===== src/rtl/patch_streamer.sv =====
// Raster-order binary pixel stream to KxK patch stream for the mac array.
// Keeps K-1 lines of history plus the KxK window and emits one patch per valid top-left position.
module patch_streamer #(
  parameter int K     = 3,
  parameter int IMG_W = 8,
  parameter int IMG_H = 8
) (
  input  logic             clk,
  input  logic             rst_n,
  input  logic             pix_in,
  input  logic             in_valid,
  output logic             in_ready,
  output logic [K*K-1:0]   patch,
  output logic             out_valid,
  input  logic             out_ready,
  output logic [15:0]      out_row,
  output logic [15:0]      out_col,
  output logic             out_last
);

  localparam int          LB_W     = (K - 1) * IMG_W;
  localparam logic [15:0] LP_K1    = 16'(K - 1);
  localparam logic [15:0] LP_LASTC = 16'(IMG_W - 1);
  localparam logic [15:0] LP_LASTR = 16'(IMG_H - 1);

  logic [15:0]     r_col;
  logic [15:0]     r_row;
  logic [LB_W-1:0] r_lb;
  logic [K*K-1:0]  r_win;
  logic [K*K-1:0]  r_patch;
  logic [15:0]     r_out_row;
  logic [15:0]     r_out_col;
  logic            r_valid;
  logic            r_last;

  logic            w_accept;
  logic            w_emit;
  logic            w_eol;
  logic            w_eof;
  logic [K-1:0]    w_new_col;
  logic [K*K-1:0]  w_win_next;

  // Single output register, no skid: a pixel may enter only if the output slot frees this cycle.
  assign in_ready = !r_valid || out_ready;
  assign w_accept = in_valid && in_ready;
  assign w_eol    = (r_col == LP_LASTC);
  assign w_eof    = w_eol && (r_row == LP_LASTR);
  // Column gating keeps wrap-around pixels from the previous row out of any patch.
  assign w_emit   = w_accept && (r_row >= LP_K1) && (r_col >= LP_K1);

  // Bit m of the new column is the pixel m rows above, i.e. accepted m*IMG_W pixels ago.
  always_comb begin
    w_new_col    = '0;
    w_new_col[0] = pix_in;
    for (int m = 1; m < K; m++) begin
      w_new_col[m] = r_lb[m*IMG_W-1];
    end
  end

  always_comb begin
    w_win_next = '0;
    for (int m = 0; m < K; m++) begin
      w_win_next[m*K +: K] = {r_win[m*K +: K-1], w_new_col[m]};
    end
  end

  always_ff @(posedge clk or negedge rst_n) begin
    if (!rst_n) begin
      r_col <= '0;
      r_row <= '0;
    end else if (w_accept) begin
      if (w_eol) begin
        r_col <= '0;
        r_row <= w_eof ? 16'd0 : r_row + 16'd1;
      end else begin
        r_col <= r_col + 16'd1;
      end
    end
  end

  // History is never emitted before it is rewritten, so it needs no reset.
  always_ff @(posedge clk) begin
    if (w_accept) begin
      r_lb <= {r_lb[LB_W-2:0], pix_in};
    end
  end

  always_ff @(posedge clk or negedge rst_n) begin
    if (!rst_n) begin
      r_win <= '0;
    end else if (w_accept) begin
      r_win <= w_win_next;
    end
  end

  always_ff @(posedge clk or negedge rst_n) begin
    if (!rst_n) begin
      r_valid   <= 1'b0;
      r_patch   <= '0;
      r_out_row <= '0;
      r_out_col <= '0;
      r_last    <= 1'b0;
    end else if (w_emit) begin
      r_valid   <= 1'b1;
      r_patch   <= w_win_next;
      r_out_row <= r_row - LP_K1;
      r_out_col <= r_col - LP_K1;
      r_last    <= w_eof;
    end else if (out_ready) begin
      r_valid   <= 1'b0;
    end
  end

  assign out_valid = r_valid;
  assign patch     = r_patch;
  assign out_row   = r_out_row;
  assign out_col   = r_out_col;
  assign out_last  = r_last;

endmodule


===== config.mk =====
export PLATFORM = sky130hd
export DESIGN_NAME = patch_streamer
export DESIGN_NICKNAME = d
export VERILOG_FILES = /design/src/rtl/patch_streamer.sv
export SDC_FILE = /design/constraint.sdc
export NUM_CORES = 1
export LEC_CHECK = 0
export ABC_AREA = 1
export CORE_UTILIZATION = 40
export CTS_CLUSTER_DIAMETER = 40
export DETAILED_ROUTE_END_ITERATION = 6
export DONT_BUFFER_PORTS = 1
export MAX_ROUTING_LAYER = met4
export SLEW_MARGIN = 0
export SYNTH_ARGS = -nofsm -noshare
export SYNTH_HDL_FRONTEND = slang
export SYNTH_SLANG_ARGS = --single-unit

===== constraint.sdc =====
create_clock -name clk -period 1.4 [get_ports clk]
set_input_delay 0.28 -clock clk [delete_from_list [all_inputs] [get_ports clk]]
set_output_delay 0.28 -clock clk [all_outputs]
set_load 0.05 [all_outputs]

# Word-level counts from Yosys, hierarchy flattened
# Cells that the tools add are included.
[word_totals]
register_bits = 99
out_inout_bits = 44
wordCells = 29
[op_classes]
add_sub_neg = 4
order_cmp = 2
eq_ne = 2
mux = 4
n_reduce_logical = 8
[op_table]
columns = ["operator", "n"]
rows = [
  ["$add 16x1->16 const B", 2],
  ["$eq 16x3->1 const B", 2],
  ["$ge 16x2->1 const B", 2],
  ["$mux 16", 2],
  ["$sub 16x2->16 const B", 2],
  ["$logic_and 1x1->1", 4],
  ["$mux 1", 2],
  ["$reduce_and 2->1", 1],
  ["$reduce_bool 2->1", 1],
  ["$logic_not 1->1", 1],
  ["$logic_or 1x1->1", 1],
]

# Longest topological paths before layout
[depth]
depth_word = 6
ltp_mapped = 10

# Worst setup path before layout
# Ideal clock, no wire load.
[synth_timing]
kind = "flip-flop to flip-flop"
start = "register r_valid (netlist: out_valid)"
end = "register r_lb[0] (enable)"
setup_time_ps = 347
arrival_ps = 1821
t_required_ps = 1053
slack_ps = -768
path_stages_with_launch = 6
period_less_slack_ps = 2168
cell_sequence = "dfrtp_1 -> nand2_1 -> nand2_4 -> inv_1 -> buf_4 -> buf_2"
[synth_between]
elab_chain_len = 3
[synth_lines]
columns = ["element", "line", "source"]
rows = [
  ["start: declaration", "33", "logic r_valid;"],
  ["start signal: assignment", "98", "r_valid <= 1'b0;"],
  ["start signal: assignment", "104", "r_valid <= 1'b1;"],
  ["start signal: assignment", "110", "r_valid <= 1'b0;"],
  ["$logic_not 1->1", "44", "assign in_ready = !r_valid || out_ready;"],
  ["$logic_or 1x1->1", "44", ""],
  ["net in_ready", "12", "output logic in_ready,"],
  ["$logic_and 1x1->1", "45", "assign w_accept = in_valid && in_ready;"],
  ["net w_accept", "36", "logic w_accept;"],
  ["end signal: assignment", "84", "r_lb <= {r_lb[LB_W-2:0], pix_in};"],
  ["end: declaration", "28", "logic [LB_W-1:0] r_lb;"],
]
# The timed path passes the listed nets, and every way through them passes these cells.
# A chain may end at the register's enable or synchronous reset.

# Final worst setup path
[layout_timing]
start = "register r_row[2]"
end = "register r_out_col[8] (netlist: out_col[8])"
[layout_between]
elab_chain_len = 3
[layout_lines]
columns = ["element", "line", "source"]
rows = [
  ["start: declaration", "27", "logic [15:0] r_row;"],
  ["start signal: assignment", "74", "r_row <= w_eof ? 16'd0 : r_row + 16'd1;"],
  ["$ge 16x2->1", "49", "assign w_emit = w_accept && (r_row >= LP_K1) && (r_col >= LP_K1);"],
  ["$logic_and 1x1->1 (2 in series)", "49", ""],
  ["end signal: assignment", "107", "r_out_col <= r_col - LP_K1;"],
  ["end: declaration", "32", "logic [15:0] r_out_col;"],
]
# Every way passes these cells.

==> results.json <==
{
  "die_h_um": 116,
  "ant_nets": 0,
  "netlist_area_sq_um": 5210,
  "grt_pass1_vias": 4466,
  "drt-initial-drc-count": 278,
  "area_growth_pct": 32.9,
  "netSwitchingFraction": 0.390,
  "path_clk_slew_ns": 0.07,
  "cp-endpoint": "out_col[8]$_DFFE_PN0P_",
  "critPathLaunch": "r_row[2]$_DFFE_PN0P_",
  "maxSlewHeadroom": 0.646,
  "core-area_sq_um": 12700,
  "first_pass_iters": 7,
  "maxSlewViolCount": 0,
  "num_rows": 41,
  "grt_pass1_wl_mm": 21.2,
  "num_vias": 4541,
  "via_per_inst": 4.96,
  "start_util": 0.411,
  "syn_inst": 649,
  "skew_ns": 0.00635,
  "path_buf_inv": 1,
  "cp_max_fo": 20,
  "maxCapViolations": 0,
  "post-place-ws_ns": -0.258,
  "insertion_delay_ns": 0.35,
  "cp-start-kind": "flip-flop",
  "switching_power_mw": 3.94,
  "hold_viol_final": 81,
  "antennaDiodeCount": 0,
  "status": "finished with violations",
  "leakage_nw": 3.25,
  "critPathMaxStageDelay_ns": 0.48,
  "tritoncts": "yes",
  "grt_max_degree": 82,
  "die_w_um": 116,
  "synth-seq-cells": 97,
  "setup_slack_ns": -0.0923,
  "cts_max_level": 3,
  "clock_path_buffers": 2,
  "crit_path_end_kind": "flip-flop",
  "critPathSlowestCell": "dfrtp_2",
  "cp_top_family": "simple AND/OR/NAND/NOR gates",
  "pwr-share-clk": 0.266,
  "arrival_ns": 1.78,
  "synth-main-ff-cell": "dfrtp_1",
  "rr_worst_depth": 8,
  "port-buffer-count": 0,
  "drc": 0,
  "grt.overflow.total": 0,
  "violations": "negative hold slack, negative setup slack",
  "root_buffer": "clkbuf_16",
  "syn-num-nets": 662,
  "worstReg2RegEnd": "out_col[8]$_DFFE_PN0P_",
  "final-setup-viol-count": 57,
  "routed_wirelength_mm": 13.3,
  "synth_area_per_cell_sq_um": 8.02,
  "holdCritPathClass": "input pin to asynchronous set/reset pin",
  "routedWlPerCell_um": 14.5,
  "worstPathCellList": "nor2_4 -> nand2_2 -> nor2_4 -> nand3_4 -> nand3_4 -> buf_12 -> nand2_1 -> nand2_1",
  "powerDensity_nw_per_um2": 1460,
  "dp_hpwl_mm": 9.18,
  "antenna_found_initial": 0,
  "synth_edf_count": 16,
  "cts_buffers": 9,
  "async_flop_share": 0.835,
  "clkSinkCount": 97,
  "p_comb_frac": 0.271,
  "criticalPathCategory": "flip-flop to flip-flop",
  "dp_cells": 884,
  "rsz0062_at_grt": "yes",
  "final_nets": 751,
  "gp_congestion": 0.904,
  "crit_required_ns": 1.69,
  "whs_ns": -0.382,
  "synth_area_leaders": "dfrtp_1 39%, nand2_1 17%, edfxtp_1 9.2%",
  "worstMarginPinSlew_ns": 0.531,
  "yosysUniqueCellTypes": 24,
  "track_usage": 0.212,
  "reg2reg_slack_ns": -0.09,
  "synth_seq_area_share": 0.481,
  "utilization": 0.546,
  "layoutNonFillerInstCount": 915,
  "fin_crit_sh": 1.07,
  "dieArea_sq_um": 13500,
  "cp.depth": 8,
  "boundaryPins": 49,
  "synth_largest_area_cell": "dfrtp_1",
  "fmax_mhz": 670,
  "internal_power_mw": 6.16,
  "layout-drive-gt1-share": 0.312,
  "peakVddDrop_mv": 0.724,
  "synth_top_area_frac": 0.389,
  "yosysWarningCount": 0,
  "period_needed_ns": 1.49,
  "r2r-start": "r_row[2]$_DFFE_PN0P_",
  "pwr-share-seq": 0.463
}
## cell type report
| type | instances | area (sq um) |
|---|---|---|
| multi-input combinational | 470 | 2700 |
| timing repair buffer | 107 | 958 |
| sequential | 97 | 2520 |
| fill | 1179 | 5750 |
| inverter | 53 | 204 |
| tap | 172 | 215 |
| clock buffer | 10 | 229 |
| clock inverter | 6 | 91.3 |
## synth_stat cells, types with 6 or more instances
library cell and number:
nor2_1 52, edfxtp_1 16, dfrtp_1 81, nand3_1 42, nor3_1 11, ha_1 8, nand2_1 239, o21ai_0 28
nand4_1 36, buf_2 15, nor2_2 9, nand2_2 6, buf_6 7, xor2_1 26, inv_1 53
## worst min-delay path by stage
stage,startpoint,to,slack [ns],cells after the start
3_3_place_gp,rst_n,out_valid$_DFFE_PN0P_,-0.01,0
6_report,rst_n,r_col[6]$_DFFE_PN0P_,-0.38,0
4_1_cts,rst_n,patch[3]$_DFFE_PN0P_,-0.40,0
3_5_place_dp,rst_n,r_col[5]$_DFFE_PN0P_,-0.01,0
5_1_grt,rst_n,r_col[6]$_DFFE_PN0P_,-0.40,0
2_1_floorplan,rst_n,out_col[0]$_DFFE_PN0P_,-0.02,0
## power by group through the flow
| stage | clock network, mW | registers, mW | logic, mW |
|---|---|---|---|
| global route | 2.86 | 4.73 | 3.01 |
| global placement | 0 | 4.67 | 2.09 |
| CTS | 2.76 | 4.65 | 2.27 |
| detailed placement | 0 | 4.69 | 2.12 |
| finish | 2.69 | 4.67 | 2.74 |
| floorplan | 0 | 4.58 | 1.50 |
## per-layer routing
layer / wire length [um] / part of all wire / GRT usage
met5: 0 / 0 / -
met4: 291 / 0.022 / 0.0872
met3: 476 / 0.036 / 0.0410
met2: 6750 / 0.51 / 0.356
met1: 5770 / 0.43 / 0.249
## worst register-to-register path, cell delays in order, from the launching register on
cell	delay, ns
dfrtp_2	0.48
nor2_4	0.15
nand2_2	0.09
nor2_4	0.12
nand3_4	0.11
nand3_4	0.16
buf_12	0.16
nand2_1	0.07
nand2_1	0.09
## cell usage in the layout (no fill, tap or decap), types with 6 or more instances in the layout
cell,instances
nor3_1,6
nand3_1,34
nand3_2,7
nor2_1,31
o21ai_0,15
nand2_1,217
nand2_2,23
nor2_2,14
clkbuf_16,11
buf_6,10
ha_4,6
buf_4,89
inv_1,44
edfxtp_1,16
xor2_1,26
dfrtp_1,69
nor2_4,20
inv_2,7
nand4_1,36
dfrtp_2,12
o21ai_1,10
## per-stage QoR
stage / setup TNS, ns / total power, mW / instance area [sq um]
floorplan: -2.46 / 6.07 / 5330
detailed placement: -7.02 / 6.81 / 6060
finish: -3.44 / 10.1 / 6920
CTS: -2.51 / 9.69 / 6530
global placement: -4.51 / 6.76 / 6060
global route: -8.43 / 10.6 / 6920
## flip-flops by register name (all words and copies together) (netlist names)
signal and count:
out_col 16, out_last 1, out_row 16, out_valid 1, patch 9, r_col 16, r_lb 16, r_row 16
r_win 6
## repair_timing
action,4_1_cts,5_1_grt
pin swaps,6,19
cloned,0,2
buffers inserted,5,8
endpoints found under the hold margin,81,81
resized for setup,41,82
endpoints found under the setup margin,70,72
## cells by family after synthesis
logic type / synth area share
compound gates: 0.0300
xor+xnor: 0.0437
fa+ha+maj: 0.0192
buf+inv: 0.0750
flops: 0.481
simple gates: 0.351
No activity file was read; power rests on OpenSTA's default activity.
